`src/rtl/rstmgr_crash_history.sv`:
```
// Ring buffer of the last Depth crash dumps, read back one RdWidth slot at a time.
// Optional per-capture timestamp slot enabled by defining RSTMGR_CRASH_HISTORY_TS_EN.
module rstmgr_crash_history #(
    parameter int CrashDumpWidth = 32,
    parameter int RdWidth        = 32,
    parameter int Depth          = 4,
    parameter int IdxWidth       = 4,
    parameter int TsWidth        = 16,
    localparam int EntW          = $clog2(Depth),
    localparam int CntW          = $clog2(Depth + 1)
) (
    input  logic                      clk_i,
    input  logic                      rst_i,
    input  logic [CrashDumpWidth-1:0] dump_i,
    input  logic                      dump_capture_i,
    input  logic                      clear_i,
    input  logic                      rd_req_i,
    input  logic [EntW-1:0]           entry_sel_i,
    input  logic [IdxWidth-1:0]       slot_sel_i,
    output logic                      rd_valid_o,
    output logic [RdWidth-1:0]        rd_data_o,
    output logic                      rd_err_o,
    output logic [IdxWidth-1:0]       slots_cnt_o,
    output logic [CntW-1:0]           entry_cnt_o,
    output logic                      overflow_o
);

    localparam int DataSlots = (CrashDumpWidth + RdWidth - 1) / RdWidth;
    localparam int PadW      = DataSlots * RdWidth;
`ifdef RSTMGR_CRASH_HISTORY_TS_EN
    localparam int Slots     = DataSlots + 1;
`else
    localparam int Slots     = DataSlots;
`endif

    if (Depth < 2 || Depth > 16 || (Depth & (Depth - 1)) != 0 || Slots >= 2 ** IdxWidth
        || TsWidth < 1 || CrashDumpWidth < 1) begin : g_param_check
        $error("rstmgr_crash_history: illegal parameter combination");
    end

    logic [PadW-1:0]    mem [Depth];
    logic [EntW-1:0]    wr_ptr;
    logic [EntW-1:0]    wr_base;
    logic [EntW-1:0]    wr_ptr_nxt;
    logic [CntW-1:0]    cnt_base;
    logic [CntW-1:0]    cnt_nxt;
    logic               ovf_nxt;
    logic [EntW-1:0]    rd_idx;
    logic               rd_err_nxt;
    logic [RdWidth-1:0] rd_word;
    logic [RdWidth-1:0] slot_words [Slots];
    logic [PadW-1:0]    dump_padded;

`ifdef RSTMGR_CRASH_HISTORY_TS_EN
    logic [TsWidth-1:0] ts_cnt;
    logic [TsWidth-1:0] ts_mem [Depth];
`endif

    assign dump_padded = PadW'(dump_i);
    assign slots_cnt_o = IdxWidth'(Slots);

    // A same-cycle clear is folded in before the capture so the capture lands in an empty history.
    always_comb begin
        wr_base    = clear_i ? '0 : wr_ptr;
        cnt_base   = clear_i ? '0 : entry_cnt_o;
        wr_ptr_nxt = wr_base;
        cnt_nxt    = cnt_base;
        ovf_nxt    = clear_i ? 1'b0 : overflow_o;
        if (dump_capture_i) begin
            wr_ptr_nxt = wr_base + EntW'(1);
            if (cnt_base == CntW'(Depth)) begin
                ovf_nxt = 1'b1;
            end else begin
                cnt_nxt = cnt_base + CntW'(1);
            end
        end
    end

    // Reads decode against the pre-edge pointer and count; entry 0 is the newest capture.
    always_comb begin
        rd_idx = wr_ptr - EntW'(1) - entry_sel_i;
        for (int k = 0; k < DataSlots; k++) begin
            slot_words[k] = mem[rd_idx][k*RdWidth +: RdWidth];
        end
`ifdef RSTMGR_CRASH_HISTORY_TS_EN
        slot_words[Slots-1] = RdWidth'(ts_mem[rd_idx]);
`endif
        rd_err_nxt = (CntW'(entry_sel_i) >= entry_cnt_o) || (slot_sel_i >= IdxWidth'(Slots));
        rd_word    = '0;
        for (int k = 0; k < Slots; k++) begin
            if (slot_sel_i == IdxWidth'(k)) begin
                rd_word = slot_words[k];
            end
        end
    end

    always_ff @(posedge clk_i) begin
        if (rst_i) begin
            wr_ptr      <= '0;
            entry_cnt_o <= '0;
            overflow_o  <= 1'b0;
            rd_valid_o  <= 1'b0;
            rd_data_o   <= '0;
            rd_err_o    <= 1'b0;
            for (int i = 0; i < Depth; i++) begin
                mem[i] <= '0;
            end
`ifdef RSTMGR_CRASH_HISTORY_TS_EN
            ts_cnt <= '0;
            for (int i = 0; i < Depth; i++) begin
                ts_mem[i] <= '0;
            end
`endif
        end else begin
            wr_ptr      <= wr_ptr_nxt;
            entry_cnt_o <= cnt_nxt;
            overflow_o  <= ovf_nxt;
            if (dump_capture_i) begin
                mem[wr_base] <= dump_padded;
            end
`ifdef RSTMGR_CRASH_HISTORY_TS_EN
            ts_cnt <= ts_cnt + TsWidth'(1);
            if (dump_capture_i) begin
                ts_mem[wr_base] <= ts_cnt;
            end
`endif
            rd_valid_o <= rd_req_i;
            if (rd_req_i) begin
                rd_err_o  <= rd_err_nxt;
                rd_data_o <= rd_err_nxt ? '0 : rd_word;
            end
        end
    end

endmodule

```
`config.mk`:
```
export PLATFORM = sky130hd
export DESIGN_NAME = rstmgr_crash_history
export DESIGN_NICKNAME = d
export VERILOG_FILES = /design/src/rtl/rstmgr_crash_history.sv
export SDC_FILE = /design/constraint.sdc
export NUM_CORES = 1
export LEC_CHECK = 0
export BUFFER_PORTS_ARGS = -buffer_cell sky130_fd_sc_hd__buf_2
export CAP_MARGIN = 30
export CELL_PAD_IN_SITES_DETAIL_PLACEMENT = 0
export CELL_PAD_IN_SITES_GLOBAL_PLACEMENT = 1
export CORE_UTILIZATION = 48
export DETAILED_ROUTE_END_ITERATION = 7
export PLACE_DENSITY = 0.81
export SYNTH_ARGS = -nofsm -noshare
export SYNTH_HDL_FRONTEND = slang
export SYNTH_SLANG_ARGS = --single-unit
```
`constraint.sdc`:
```
create_clock -name clk_i -period 4.78 [get_ports clk_i]
set_input_delay 0.478 -clock clk_i [delete_from_list [all_inputs] [get_ports clk_i]]
set_output_delay 0.478 -clock clk_i [all_outputs]
set_load 0.02 [all_outputs]
```
# Yosys cells after proc, flatten, opt, wreduce, memory -nomap -nowiden
# Memories as Yosys holds them, arrays and structs flattened.
# Index checks and enable logic that the tools add are counted.
dict set report op_classes {
  n_reduce_logical 3
  mux 18
  magnitude_cmp 2
  add_sub_neg 4
  eq_ne 1
}
# cell n
set ops {}
lappend ops {{32-bit 2-to-1 mux} 3}
lappend ops {{32-bit OR reduction} 1}
lappend ops {{1-bit 2-to-1 mux} 9}
lappend ops {{3-bit 2-to-1 mux} 3}
lappend ops {{2-bit 2-to-1 mux} 3}
lappend ops {{4-bit by 1-bit >= comparator with 1-bit output (second input constant)} 1}
lappend ops {{4-bit zero test} 1}
lappend ops {{3-bit by 1-bit adder with 3-bit output (second input constant)} 1}
lappend ops {{3-bit == test (second input constant)} 1}
lappend ops {{2-bit by 3-bit >= comparator with 1-bit output} 1}
lappend ops {{2-bit by 1-bit adder with 2-bit output (second input constant)} 1}
lappend ops {{2-bit by 1-bit subtractor with 2-bit output (second input constant)} 1}
lappend ops {{2-bit subtractor} 1}
lappend ops {{1-bit logical OR} 1}
dict set report word_totals {
  memories 1
  input_bits 43
  reg_bits 40
  ram_bits 128
}
# name depth width read_ports rd_ports_with_merged_regs wr line
set mem_list {}
lappend mem_list {mem 4 32 1 0 4 41} ;# logic [PadW-1:0] mem [Depth];

# Longest topological paths before layout
# Gate-level depths: netlist (run 1).
dict set report depth {
  depth_word 5
  ltp_mapped 8
}

# Worst setup path after synthesis (run 1)
# Ideal clock, no wire load.
dict set report synth_path {
  path_kind {input-to-reg}
  from {input dump_capture_i}
  to {memory mem[1][0] (netlist name), enable pin}
  arrival_ns 3.186
  setup_slack_ns 1.125
  path_buffers 1
  setup_time_ns 0.470
  stages 3
  required_ns 4.310
  cell_sequence {buf_2 -> nand2_1 -> o31ai_1}
}
# item line
set synth_lines {}
lappend synth_lines {{start: declaration} 15} ;# input logic dump_capture_i,
lappend synth_lines {{end: declaration} 41}

# Final worst setup path (run 1)
dict set report layout_path {
  from {register wr_ptr[1]}
  to {register rd_data_o[3]}
}
dict set report layout_between {
  elab_chain_cells 5
}
# item line
set layout_lines {}
lappend layout_lines {{start: declaration} 42} ;# logic [EntW-1:0] wr_ptr;
lappend layout_lines {{start signal: assignment} 115} ;# wr_ptr <= wr_ptr_nxt;
lappend layout_lines {{2-bit by 1-bit subtractor with 2-bit output} 81} ;# rd_idx = wr_ptr - EntW'(1) - entry_sel_i;
lappend layout_lines {{2-bit subtractor} 81}
lappend layout_lines {{memory 4 x 32 bit} n/a}
lappend layout_lines {{32-bit 2-to-1 mux} 91} ;# if (slot_sel_i == IdxWidth'(k)) begin
lappend layout_lines {{32-bit 2-to-1 mux} 130} ;# rd_data_o <= rd_err_nxt ? '0 : rd_word;
lappend layout_lines {{end signal: assignment} 130}
lappend layout_lines {{end: declaration} 21} ;# output logic [RdWidth-1:0] rd_data_o,
# Every way passes these cells.
# A chain may end at the register's enable or synchronous reset.

==> reports/metrics.cfg, run 1 <==
[run_status]
outcome=finished clean

[synth]
netlist-cell-type-count=38
syn_avg_cell_area_sq_um=13.9
synth_top_cell_by_area=edfxtp_1
postSynthCellCount=557
mappedNetlistArea_sq_um=7720
postSynthRegisterBits=168
synth_top_cells_by_area=edfxtp_1, and2_1, dfxtp_1
synth_enable_flop_cells=128
yosys_most_used_dff=edfxtp_1
async_flop_share_pct=0
post_synth_most_frequent_cells=and2_1, edfxtp_1, o211ai_2
yosysWarningCount=0
ys_seq_area_share_pct=60.2
netlist.area_leader.share_pct=49.8

[global_route]
first_global_vias=4726
grt_antenna_before_repair=1
groute.usage.overall_pct=20.7
grt_overflow_total=0
wire_length_of_the_first_global_routing_pass_um=25200
grt_start_max_net_pins=54

[clocking]
clk_root_buffer_cell=clkbuf_16
post_cts_resize_count=0
cts_buffer_depth=2
clk-insertion-delay-late_ns=0.42
cts.sink_count=168
cts.repair_timing.setup_buffer_count=0
clk_pin_slew_worst_paths_ns=0.06
cts_max_level=4
cts_hold_repair.buffers=0
cts_buffers=17
tritoncts=built

[sta]
rsz0062_at_grt=no
hold_viol_final=0
max_slew_headroom_pct=32.9
number_of_max_slew_violations_in_the_final_report=0
finalWorstSetupSlack_ns=2.15
fin_tns_setup_ns=0
timing.final.crit_period_ns=2.63
clock-skew-final_ns=0.00801
finalSetupViolations=0
max_clock_freq_ghz=0.380
finalCritPeriodShare_pct=55.0
tightest_slew_ns=1.01

[detailed_routing]
first_iter_violations=169
route.detailed.wl_per_inst_um=18.5
via_count=4492
ant_nets=0
drt-vias-per-instance=5.28
drc=0
totalWireLength_um=15800
drt_pass_1_iters=4

[setup_path]
critical-path-max-stage-delay_ns=1.17
crit_path_max_fanout=53
crit_path_end_kind=flip-flop
startpoint_class=flip-flop
worst-endpoint-arrival_ns=2.92
required_ns=5.07
worstSetupPathType=flip-flop to flip-flop
timing.critical_path.cells=xnor3_4 -> buf_4 -> mux2_4 -> o211ai_2 -> o211ai_2
critPathSlowestCell=xnor3_4
critPathMostFrequentCell=o211ai_2

[power_and_ir_drop]
cellInternalPower_mw=2.67
clockPowerShare_pct=43.3
power_per_cell_area_nw_per_um2=383
seqPwrFrac_pct=48.5
pwr-share-comb_pct=8.2
power.static_leakage_nw=3.74
switchingPower_uw=735
vdd_ir_drop_max_mv=0.292
switching_fraction_pct=21.6

[run]
drv.max_cap_violation_count=0

[floorplan]
floorplan.die.height_um=129
design.die.area_sq_um=16600
fp-row-count=45
core_sq_um=15400
initial_utilization_pct=50.0
die-width_um=129
io_pins=85

[layout]
nets=675
postLayoutCoreUtil_pct=57.7
antenna-diode-count=0
post_route_cells_drive_above_1_share_pct=33.6
area_growth_pct=15.3

[worst_hold_path]
worst_hold_check_path_type=input pin to flip-flop

[placement]
detailed_place_hpwl_um=9490
io_buffers=80
place_worst_setup_slack_ns=1.99
gp_congestion=0.739

## sequential cells by signal, indices dropped and copies added (netlist names)
name         count
rd_valid_o       1
overflow_o       1
entry_cnt_o      3
rd_err_o         1
wr_ptr           2
rd_data_o       32
mem            128
## worst max-delay path: cells and delay by family (launching register included)
kind / cells / cell delay [ns]
xor+xnor: 1 / 1.17
buf+inv: 1 / 0.38
mux: 1 / 0.33
flops: 1 / 0.41
compound gates: 2 / 0.16
## cell usage in the layout (no fill, tap or decap), types with 5 or more instances in the layout
cell type | Yosys | final
edfxtp_1 | 128 | 128
inv_1 | 5 | 5
mux2_2 | 7 | 7
nand2b_1 | 5 | 5
o211ai_2 | 50 | 50
buf_4 | 5 | 11
clkbuf_16 | 0 | 17
o211ai_1 | 15 | 15
mux2_4 | 25 | 25
and2_1 | 128 | 128
nand2_1 | 37 | 37
nor2_1 | 7 | 6
bufinv_16 | 0 | 5
dfxtp_1 | 40 | 39
buf_2 | 8 | 80
ha_1 | 5 | 5
mux2i_1 | 32 | 32
## through the flow
step                cell area (sq um)  cells  hold WS [ns]  power [mW]
finish                           8910    851         0.323        3.41
global placement                 8250    818         0.454        1.95
CTS                              8910    851         0.307        3.43
detailed placement               8270    819         0.460        1.97
floorplan                        7730    559         0.512        1.89
global route                     8910    851         0.319        3.52
## logic make-up after synthesis
group | share of synthesized area [%]
multiplexers | 10.0
adder cells (fa/ha/maj) | 0.810
XOR/XNOR | 0.519
AND/OR/NAND/NOR | 14.1
AO/OA/AOI/OAI | 10.6
flip-flops | 60.2
other | 0.0973
buffers and inverters | 3.68
## metal layers
metal  track usage, %  share of wire [%]
met3             5.32                4.8
met1             24.0                 42
met2             36.2                 51
met4             8.79                1.8
met5                0              0.070
## area by class of cell
class                   instances  area (sq um)
inverters                       5          18.8
repair buffers                 92           503
clock buffers                  19           433
multi-input cells             343          2840
flip-flops and latches        168          4650
fillers                      1264          6520
well taps                     211           264
clock inverters                13           201
## path summary, 6_finish.rpt
path,depth (start not counted),to,from,slack [ns]
worst max register to register,5,rd_data_o[3],wr_ptr[1],2.15
worst min-delay path,2,rd_valid_o,rd_req_i,0.32
worst max-delay path,5,rd_data_o[3],wr_ptr[1],2.15
worst min register to register,2,rd_data_o[3],rd_data_o[3],0.47
## power by group through the flow
| stage | logic [mW] | clock network, mW | registers (mW) |
|---|---|---|---|
| 2_1_floorplan | 0.212 | 0 | 1.68 |
| 3_3_place_gp | 0.274 | 0 | 1.68 |
| 3_5_place_dp | 0.280 | 0 | 1.68 |
| 4_1_cts | 0.282 | 1.49 | 1.65 |
| 5_1_grt | 0.300 | 1.56 | 1.66 |
| 6_report | 0.279 | 1.48 | 1.65 |
Note: power is estimated with default switching activity, not from simulation.
==> run 2, diff against run 1 <==
clock period = 2.73 ns   (was 4.78 ns; I/O delays follow)
==> run 2 against run 1 <==
Against the previous run: combinational power is 77% higher; sequential share of layout area is 0.44 points higher; routed wire length is 1.7% higher; cell area down 0.84%; flip-flop and latch count unchanged; clock power is 50% higher; first-iteration DRC count is 57% higher; cell count is 0.24% higher; largest power group unchanged; power is 64% higher; clock-buffer cell count increased by 3; maximum frequency grew 24%; clock skew decreased by 0.0032 ns.
==> reports/metrics.cfg, run 2 (synthesis gave the netlist of run 1 again) <==
[run_status]
outcome=finished clean

[sta]
tightest_slew_ns=0.970  ; -0.0360 ns
finalWorstSetupSlack_ns=0.614  ; -1.54 ns
clock-skew-final_ns=0.00484  ; -0.00317 ns
fin_worst_hold_slack_ns=0.132  ; -0.191 ns
max_slew_headroom_pct=35.3  ; +2.4 points
number_of_max_slew_violations_in_the_final_report=0  ; unchanged
fin_tns_setup_ns=0  ; unchanged
timing.final.crit_period_ns=2.12  ; -0.514 ns
finalCritPeriodShare_pct=77.5  ; +22 points
max_clock_freq_ghz=0.473  ; +24%
hold_viol_final=0  ; unchanged
rsz0062_at_grt=no
finalSetupViolations=0  ; unchanged

[detailed_routing]
drc=0  ; unchanged
drt-vias-per-instance=5.34  ; +1.1%
totalWireLength_um=16000  ; +1.7%
first_iter_violations=266  ; +57%
drt_pass_1_iters=4  ; unchanged
route.detailed.wl_per_inst_um=18.8  ; +1.5%
via_count=4552  ; +1.3%
ant_nets=0  ; unchanged

[clocking]
tritoncts=built
clk_pin_slew_worst_paths_ns=0.06  ; about the same
clk_root_buffer_cell=clkbuf_16
clk-insertion-delay-late_ns=0.42  ; about the same
post_cts_resize_count=0  ; unchanged
cts.sink_count=168  ; unchanged
cts_max_level=4  ; unchanged
cts_buffer_depth=2  ; unchanged
cts_buffers=17  ; unchanged
cts.repair_timing.setup_buffer_count=0  ; unchanged
cts_hold_repair.buffers=0  ; unchanged

[setup_path]
r2r_setup_slack_ns=0.61  ; -1.54 ns
crit_path_end_kind=flip-flop
cp_top_family=XOR/XNOR gates
critPathMostFrequentCell=o211ai_2
startpoint_class=flip-flop
critical-path-max-stage-delay_ns=0.58  ; -0.59 ns
critPathLaunch=wr_ptr[1]
cp_num_buf_inv=1  ; unchanged
worst-endpoint-arrival_ns=2.40  ; -0.52 ns
reg2regPathDepth=5  ; unchanged
crit_path_max_fanout=64  ; +21%
r2r-end=rd_data_o[0]
worstReg2RegStart=wr_ptr[1]
critPathSlowestCell=xnor3_4
required_ns=3.02  ; -2.05 ns
worstSetupPathType=flip-flop to flip-flop
timing.critical_path.cells=xnor3_4 -> buf_12 -> mux2_4 -> o211ai_2 -> o211ai_2

[floorplan]
die-width_um=129  ; unchanged
floorplan.die.height_um=129  ; unchanged
core_sq_um=15400  ; unchanged
initial_utilization_pct=50.0  ; unchanged
io_pins=85  ; unchanged
fp-row-count=45  ; unchanged
design.die.area_sq_um=16600  ; unchanged

[layout]
flip_flop_count_of_the_largest_register_all_copies_and_words_added=128  ; unchanged
nets=677  ; +0.30%
final_cell_area_sq_um=8830  ; -0.84%
most-common-layout-cells=and2_1, edfxtp_1, buf_2
register_area_sq_um=4650  ; unchanged
top_regs=mem: 128 flops, rd_data_o: 32 flops, entry_cnt_o: 3 flops
footprint_of_the_multi_input_gates_sq_um=2840  ; unchanged
antenna-diode-count=0  ; unchanged
fillerInstances=1282  ; +1.4%
area_growth_pct=14.4
largest_register=mem
final_cell_count_without_fillers=853  ; +0.24%
post_route_cells_drive_above_1_share_pct=33.3  ; -0.26 points
postLayoutCoreUtil_pct=57.2  ; -0.49 points

[placement]
place_inst=821  ; +0.24%
detailed_place_hpwl_um=9070  ; -4.5%
io_buffers=80  ; unchanged
gp_congestion=0.697  ; -5.7%
place_worst_setup_slack_ns=0.648  ; -1.34 ns
placement.cell_area_sq_um=8290  ; +0.18%

[worst_hold_path]
hold_path_depth=2  ; unchanged
whs_endpoint=rd_err_o
worst_hold_check_path_type=input pin to flip-flop
min_delay_startpoint=rd_req_i

[global_route]
wire_length_of_the_first_global_routing_pass_um=25200  ; +0.11%
first_global_vias=4719  ; -0.15%
grt_antenna_before_repair=0  ; -1
groute.usage.overall_pct=20.9  ; +0.20 points
grt_start_max_net_pins=65  ; +20%
grt_overflow_total=0  ; unchanged

[power_and_ir_drop]
power.static_leakage_nw=3.71  ; -0.83%
vdd_ir_drop_max_mv=0.454  ; +55%
report.power.total_mw=5.61  ; +64%
power_per_cell_area_nw_per_um2=635  ; +66%

[run]
drv.max_cap_violation_count=0  ; unchanged

## run 2: cell count changes in the layout (fill, tap and decap cells not counted), sizes merged
cell    before  now
inv          6    5
buf         92   94
bufinv       5    1
clkbuf      19   22
clkinv       4    6
## run 2: how the worst max path moves through the flow
| stage | to | slack [ns] | depth (start not counted) |
|---|---|---|---|
| 6_report | rd_data_o[0] | 0.61 | 5 |
| 5_1_grt | rd_data_o[5] | 0.53 | 5 |
| 4_1_cts | rd_data_o[5] | 0.63 | 5 |
| 3_5_place_dp | rd_data_o[5] | 0.65 | 5 |
| 3_3_place_gp | rd_data_o[8] | 0.71 | 8 |
| 2_1_floorplan | mem[1][0] | 0.27 | 3 |
## run 2: metal layers
layer,up-vias,share of wire (%),GRT usage [%]
met4,0,1.7,7.89
met3,25,4.7,4.32
met5,-,0,0
li1,2144,-,-
met2,122,51,36.4
met1,2261,43,25.5
## run 2: layout make-up
class / count / area share [%]
clock buffers: 22 / 5.26
clock inverters: 10 / 0.907
inverters: 5 / 0.213
multi-input cells: 343 / 32.2
flip-flops and latches: 168 / 52.6
well taps: 211 / 2.99
repair buffers: 94 / 5.87
## run 2: worst register-to-register path: cells and delay by family, from the launching register on
family,cells,cell delay [ns]
flip-flops,1,0.55
XOR/XNOR,1,0.58
buffers and inverters,1,0.25
multiplexers,1,0.44
AO/OA/AOI/OAI,2,0.17
## run 2: power breakdown
| group | internal (mW) | switching (mW) |
|---|---|---|
| Combinational | 0.206 | 0.287 |
| Sequential | 2.86 | 0.0304 |
| Clock | 1.29 | 0.933 |
